`src/rtl/fault_sim_ctrl.sv`:
```
// Serial stuck-at fault simulation controller: golden pass, then one pass per fault.
// Optional macro FSIM_FAULT_DROP_EN ends a fault's pass on its first detection.
module fault_sim_ctrl #(
  parameter int N_IN    = 3,
  parameter int N_FAULT = 5,
  parameter int SETTLE  = 1
) (
  input  logic                      clk,
  input  logic                      rst,
  input  logic                      start,
  input  logic                      dut_out,
  output logic [N_IN-1:0]           pat_out,
  output logic [N_FAULT-1:0]        fault_en,
  output logic                      busy,
  output logic                      done,
  output logic [N_FAULT-1:0]        detect_map,
  output logic [N_FAULT*N_IN-1:0]   first_pat,
  output logic [$clog2(N_FAULT+1)-1:0] detect_count
);

  localparam int NPAT = 1 << N_IN;
  localparam int FIW  = (N_FAULT > 1) ? $clog2(N_FAULT) : 1;
  localparam int SW   = (SETTLE > 0) ? $clog2(SETTLE + 1) : 1;
  localparam int CW   = $clog2(N_FAULT + 1);

  typedef enum logic [1:0] {IDLE, GOLD, FAULT, FIN} state_t;

  state_t              state_reg;
  logic [N_IN-1:0]     pat_reg;
  logic [FIW-1:0]      fidx_reg;
  logic [SW-1:0]       slot_reg;
  logic [N_FAULT-1:0]  fault_en_reg;
  logic                busy_reg;
  logic                done_reg;
  logic [N_FAULT-1:0]  detect_map_reg;
  logic [N_FAULT*N_IN-1:0] first_pat_reg;
  logic [CW-1:0]       detect_count_reg;
  logic                golden_reg [NPAT];

  logic slot_end, pat_last, fault_last, mismatch, new_detect, pass_end, golden_we;

  assign slot_end   = (slot_reg == SW'(SETTLE));
  assign pat_last   = (pat_reg == {N_IN{1'b1}});
  assign fault_last = (fidx_reg == FIW'(N_FAULT - 1));
  assign mismatch   = (dut_out != golden_reg[pat_reg]);
  assign new_detect = mismatch && !detect_map_reg[fidx_reg];
  assign golden_we  = (state_reg == GOLD) && slot_end;

`ifdef FSIM_FAULT_DROP_EN
  assign pass_end = pat_last || new_detect;
`else
  assign pass_end = pat_last;
`endif

  // One register per pattern; written only on the sampling cycle of the golden pass.
  genvar gi;
  generate
    for (gi = 0; gi < NPAT; gi++) begin : g_golden
      always_ff @(posedge clk) begin
        if (rst)
          golden_reg[gi] <= 1'b0;
        else if (golden_we && (pat_reg == N_IN'(gi)))
          golden_reg[gi] <= dut_out;
      end
    end
  endgenerate

  always_ff @(posedge clk) begin
    if (rst) begin
      state_reg        <= IDLE;
      pat_reg          <= '0;
      fidx_reg         <= '0;
      slot_reg         <= '0;
      fault_en_reg     <= '0;
      busy_reg         <= 1'b0;
      done_reg         <= 1'b0;
      detect_map_reg   <= '0;
      first_pat_reg    <= '0;
      detect_count_reg <= '0;
    end else begin
      case (state_reg)
        IDLE: begin
          done_reg <= 1'b0;
          if (start) begin
            state_reg        <= GOLD;
            busy_reg         <= 1'b1;
            pat_reg          <= '0;
            fidx_reg         <= '0;
            slot_reg         <= '0;
            fault_en_reg     <= '0;
            detect_map_reg   <= '0;
            first_pat_reg    <= '0;
            detect_count_reg <= '0;
          end
        end
        GOLD: begin
          if (slot_end) begin
            slot_reg <= '0;
            pat_reg  <= pat_reg + N_IN'(1);
            if (pat_last) begin
              state_reg    <= FAULT;
              fidx_reg     <= '0;
              fault_en_reg <= N_FAULT'(1);
            end
          end else begin
            slot_reg <= slot_reg + SW'(1);
          end
        end
        FAULT: begin
          if (slot_end) begin
            slot_reg <= '0;
            if (new_detect) begin
              detect_map_reg[fidx_reg]                      <= 1'b1;
              first_pat_reg[int'(fidx_reg) * N_IN +: N_IN]  <= pat_reg;
              detect_count_reg                              <= detect_count_reg + CW'(1);
            end
            if (pass_end) begin
              pat_reg <= '0;
              if (fault_last) begin
                state_reg    <= FIN;
                busy_reg     <= 1'b0;
                fault_en_reg <= '0;
                done_reg     <= 1'b1;
              end else begin
                fidx_reg     <= fidx_reg + FIW'(1);
                fault_en_reg <= fault_en_reg << 1;
              end
            end else begin
              pat_reg <= pat_reg + N_IN'(1);
            end
          end else begin
            slot_reg <= slot_reg + SW'(1);
          end
        end
        FIN: begin
          done_reg  <= 1'b0;
          state_reg <= IDLE;
        end
        default: state_reg <= IDLE;
      endcase
    end
  end

  assign pat_out      = pat_reg;
  assign fault_en     = fault_en_reg;
  assign busy         = busy_reg;
  assign done         = done_reg;
  assign detect_map   = detect_map_reg;
  assign first_pat    = first_pat_reg;
  assign detect_count = detect_count_reg;

endmodule

```
`config.mk`:
```
export PLATFORM = sky130hd
export DESIGN_NAME = fault_sim_ctrl
export DESIGN_NICKNAME = d
export VERILOG_FILES = /design/src/rtl/fault_sim_ctrl.sv
export SDC_FILE = /design/constraint.sdc
export NUM_CORES = 1
export LEC_CHECK = 0
export ABC_AREA = 1
export CAP_MARGIN = 20
export CORE_MARGIN = 1
export CORE_UTILIZATION = 54
export DETAILED_ROUTE_END_ITERATION = 8
export MAX_ROUTING_LAYER = met4
export PLACE_DENSITY = 0.78
export SYNTH_ARGS = -nofsm -noshare
export SYNTH_HDL_FRONTEND = slang
export SYNTH_SLANG_ARGS = --single-unit
```
`constraint.sdc`:
```
create_clock -name clk -period 2.2 [get_ports clk]
set_input_delay 0.22 -clock clk [delete_from_list [all_inputs] [get_ports clk]]
set_output_delay 0.22 -clock clk [all_outputs]
set_load 0.02 [all_outputs]
```
Word-level counts from Yosys, hierarchy flattened --
Memories as Yosys holds them, arrays and structs flattened. A register that Yosys moved wholly into a read port is not among the register bits. Cells that the tools add are included.
Word-level totals: flip-flop bits (word level) 39, memory bits (writable) 8, input port bits 4, output and inout bits 33, memories 1
Memory list:
- golden_reg | words 8, width 1, rd ports 1, clocked after Yosys merged registers in 1, wr ports 8, RTL line 38 | logic golden_reg [NPAT];
Operators by class: add/sub/neg operators 5, multiply operators 1, $lt $le $gt $ge 2, eq/ne operators 20, shift-type cells 2, mux-type cells 88, bitwise operators 9, reduce and logical (&&, ||, !) cells 28
Operator list (number):
- $mux 1 | 45
- $mux 15 | 3
- $mux 5 | 8
- $mux 3 | 13
- $neg 5->33 | 1
- $shift 3x33->15 const A | 1
- $shiftx 3x33->15 | 1
- $pmux 15 s2 | 1
- $pmux 3 s3 | 2
- $ne 2x2->1 const B | 8
- $bwmux 15 | 1
- $eq 3x3->1 const B | 5
- $pmux 5 s3 | 1
- $mux 2 | 6
- $reduce_and 4->1 | 3
- $reduce_and 6->1 | 2
- $logic_and 1x1->1 | 11
- $pmux 5 s2 | 1
- $add 3x1->3 const B | 3
- $or 1x1->1 | 8
- $pmux 2 s4 | 1
- $reduce_and 7->1 | 1
- $eq 3x2->1 const B | 2
- $pmux 1 s2 | 3
- other kinds (20) | 24

Longest topological paths before layout --
depth in word-level cells 8, mapped depth 12, gate-level depth less buffers 12

Least setup slack after synthesis --
Ideal clock, no wire load.
path kind register to register, start reg pat_reg[0], in the netlist pat_out[0], end reg fidx_reg[2], library setup time 0.078 ns, arrival 1.641 ns, setup slack 0.481 ns, stages on the path, launching flop included 9, clock period less this slack 1.719 ns, path through dfxtp_1 ha_1 ha_1 nor2_1 inv_1 nand4_1 clkbuf_1 o21ai_0 nor3_1
Between the ends: cells in the longest elaborated chain, start to end 3
RTL lines:
- from (decl) | RTL line 29 | logic [N_IN-1:0] pat_reg;
- from (signal assigned) | RTL line 99 | pat_reg <= pat_reg + N_IN'(1);
- from (signal assigned) | RTL line 129 | pat_reg <= pat_reg + N_IN'(1);
- $eq 3x3->1 (*) | RTL line 43 | assign pat_last = (pat_reg == {N_IN{1'b1}});
- $ne 2x2->1 (no line)
- $reduce_and 7->1 (no line) (*)
- to (signal assigned) | RTL line 125 | fidx_reg <= fidx_reg + FIW'(1);
- to (decl) | RTL line 30 | logic [FIW-1:0] fidx_reg;
Mark *: on every way between the ends. The rest lies on a longest branch, timed or not. A chain may end at the register's enable or synchronous reset.

Worst setup path after layout --
start reg state_reg[0], end reg fidx_reg[0]
Between the ends: cells in the longest elaborated chain, start to end 3
RTL lines:
- from (decl) | RTL line 28 | state_t state_reg;
- from (signal assigned) | RTL line 70 | state_reg <= IDLE;
- from (signal assigned) | RTL line 85 | state_reg <= GOLD;
- from (signal assigned) | RTL line 101 | state_reg <= FAULT;
- $eq 2x2->1 (tied with other cells) | RTL line 81 | case (state_reg)
- $ne 2x2->1 (no line) or $reduce_bool 3->1 (tied branches)
- $reduce_and 7->1 (no line)
Parallel ways exist; a longest one is shown, timed or not.

==> impl_metrics.ini <==
[sta]
final-setup-viol-count = 0
slew_viol_final = 0
skew_ns = 0.005818
rsz0062_at_grt = no
slew_headroom_pct = 64.73
tns_ns = 0
finalHoldViolations = 0
period_share_pct = 88.71
fmax_mhz = 512.4
worstMarginPinSlew_ns = 0.5285
post-route-min-period_ns = 1.952

[pwr]
power_mw = 4.374
pwr-share-clk_pct = 12.4
power.switching_mw = 2.075
p_seq_share_pct = 30.4
pwr-share-comb_pct = 57.3
p_int_mw = 2.300
swShare_pct = 47.43
power_density_mw_per_mm2 = 1406
worst_ir_drop_vdd_mv = 0.8410
power_leakage_nw = 1.342

[worst_setup_path]
r2r-start = state_reg[0]$_SDFFE_PP0P_
path_buf_inv = 2
path_class = flop to flop
crit_path_end_kind = flop
worstSetupPathDepth = 9
r2r-end = fidx_reg[0]$_SDFFE_PP0P_
cp_top_family = simple AND/OR/NAND/NOR gates
slowest_delay_ns = 0.38
path_cells = inv_1 -> ha_1 -> inv_1 -> nor2_1 -> nor2_1 -> nand4_1 -> a21oi_1 -> or2_2 -> a21oi_1
worstSetupEndpoint = fidx_reg[0]$_SDFFE_PP0P_
r2r_cells = 9
reg2reg_slack_ns = 0.25
arrival_ns = 2.14
slowest_stage = a21oi_1
start_kind = flop
cp-startpoint = state_reg[0]$_SDFFE_PP0P_
worstPathMaxFanout = 6
cp.required_ns = 2.38

[placed_design]
dp_hpwl_um = 4027
dpl_cell_area_sq_mm = 0.003019
gp_congestion = 0.7947
port_buffers = 36

[finish]
largest_reg_flops = 15
ff_latch_area_sq_mm = 0.001082
syn2layout_area_growth_pct = 19.80
fillCellCount = 383
drive_above_1_share_pct = 6.549
mostFrequentLayoutCell = nand2_1
multiInputGateArea_sq_mm = 0.001250
final_area_sq_mm = 0.003112
mostFrequentLayoutCells = nand2_1, inv_1, dfxtp_1, clkdlybuf4s50_1, a21oi_1
fin_nets = 416
antenna_cells = 0

[detailed_routing]
vias_per_cell = 5.163
drcViolationCount = 2
wl_um = 5421
ant_nets = 0
num_vias = 2318
drt_pass1_iterations = 6
drt_iter0_markers = 135
routedWlPerCell_um = 12.07

[global_routing]
grt_pass1_wl_um = 9335
grt_usage_pct = 23.89
grt_overflow = 0
antenna_found_initial = 0
grt_max_degree = 28
grt_pass1_vias = 2128

[floorplanning]
rows = 24
die_x_um = 71.36
ios = 37
die_area_sq_mm = 0.005092
start_util_pct = 58.05
core_sq_mm = 0.004474
die_height_um = 71.36

[clock_network]
cts_buffers = 5
cts_tree = yes
clk_pin_slew_ns = 0.08
clock-sinks = 50
clock_path_buffers = 2
h-tree-depth = 2
clkLatencyLatePin_ns = 0.30
cts_root_buffer = clkbuf_8
holdBufCountCts = 0

[hold_path]
min_path_type = flop to flop
holdPathStages = 2

[job]
maxCapViolations = 0

[logic_synthesis]
yosys_warnings = 0
synth_edf_count = 8
muxShareOfSynthArea_pct = 0
synth_nets = 376
synth_top_family_by_area = simple AND/OR/NAND/NOR gates
syn_area_per_cell_sq_um = 7.296
async_flop_share_pct = 0
synth_compound_area_share_pct = 11.22
synth_ff_type = dfxtp_1
synth-adder-area-share_pct = 7.707
synth_xor_area_share_pct = 0.3372
synth-simple-area-share_pct = 28.85
ys_types = 29
postSynthCellCount = 356
synth_area_sq_mm = 0.002597
ys_ff_latch = 50
yosysSeqAreaShare_pct = 41.62

[run_status]
violations = design-rule violations
status = complete, but fails checks
[layout make-up]
cell class              count  area share (%)
well taps                  52           2.091
repair buffers             42           13.03
flip-flops and latches     50           34.78
inverters                  58           6.996
clock inverters             1          0.1608
clock buffers               7           2.774
multi-input cells         239           40.17
[synth_stat cells, types with 2 or more instances]
library cell / n / area share [%]
nand2_4: 2 / 0.87
a21oi_1: 35 / 6.7
inv_2: 3 / 0.43
clkbuf_1: 4 / 0.58
o21ai_0: 16 / 3.1
a31oi_1: 2 / 0.48
nand2_1: 79 / 11
a211oi_1: 2 / 0.58
ha_1: 16 / 7.7
nor3_1: 8 / 1.5
nor2_1: 33 / 4.8
nand3_1: 20 / 3.9
edfxtp_1: 8 / 9.2
buf_2: 2 / 0.39
nand3_2: 3 / 1.2
inv_1: 55 / 7.9
dfxtp_1: 42 / 32
nand4_1: 15 / 3.6
[stage by stage]
step / utilization, % / std cells / hold WS (ns) / setup WS (ns)
3_5_place_dp: 67.48 / 441 / 0.4591 / 0.1612
6_report: 69.55 / 449 / 0.4686 / 0.2484
3_3_place_gp: 67.48 / 441 / 0.4520 / 0.2240
4_1_cts: 69.52 / 449 / 0.4724 / 0.1487
2_1_floorplan: - / 356 / 0.2891 / 0.4810
5_1_grt: 69.55 / 449 / 0.4997 / 0.05339
[worst min-delay path: stages (launching register included)]
cell and delay (ns):
dfxtp_1 0.33, inv_1 0.05, a21oi_1 0.05
[power groups by stage]
| stage | logic (mW) | clock network (mW) | registers, mW |
|---|---|---|---|
| 2_1_floorplan | 1.62 | 0 | 1.52 |
| 3_3_place_gp | 2.43 | 0 | 1.34 |
| 3_5_place_dp | 2.47 | 0 | 1.35 |
| 4_1_cts | 2.49 | 0.559 | 1.33 |
| 5_1_grt | 2.79 | 0.594 | 1.37 |
| 6_report | 2.51 | 0.540 | 1.33 |
[metal layers]
layer | wire, um | track usage (%)
met4 | 38 | 9.556
met3 | 231 | 4.360
met5 | 0 | -
met1 | 2610 | 30.19
met2 | 2541 | 37.99
[worst min-delay path by stage]
stage	start	to	slack [ns]
after floorplan	rst	first_pat[0]$_SDFFE_PP0P_	0.29
after global placement	first_pat[8]$_SDFFE_PP0P_	first_pat[8]$_SDFFE_PP0P_	0.45
after detailed placement	first_pat[14]$_SDFFE_PP0P_	first_pat[14]$_SDFFE_PP0P_	0.46
after CTS	detect_map[4]$_SDFFE_PP0P_	detect_map[4]$_SDFFE_PP0P_	0.47
after global routing	detect_map[4]$_SDFFE_PP0P_	detect_map[4]$_SDFFE_PP0P_	0.50
final	detect_map[4]$_SDFFE_PP0P_	detect_map[4]$_SDFFE_PP0P_	0.47
[timing repair]
item	4_1_cts	5_1_grt
gates resized for setup	0	1
setup buffers	0	0
setup endpoints to repair	0	8
[kinds of logic (layout without fill, tap and decap cells)]
family	count (synthesis)	after routing
AOI/OAI and AO/OA	56	56
xor gates and xnor gates	1	1
adders and majority gates	16	16
buffers and inverters	67	108
DFF	50	50
and+or+nand+nor	166	166
Note: power is estimated with default switching activity, not from simulation.
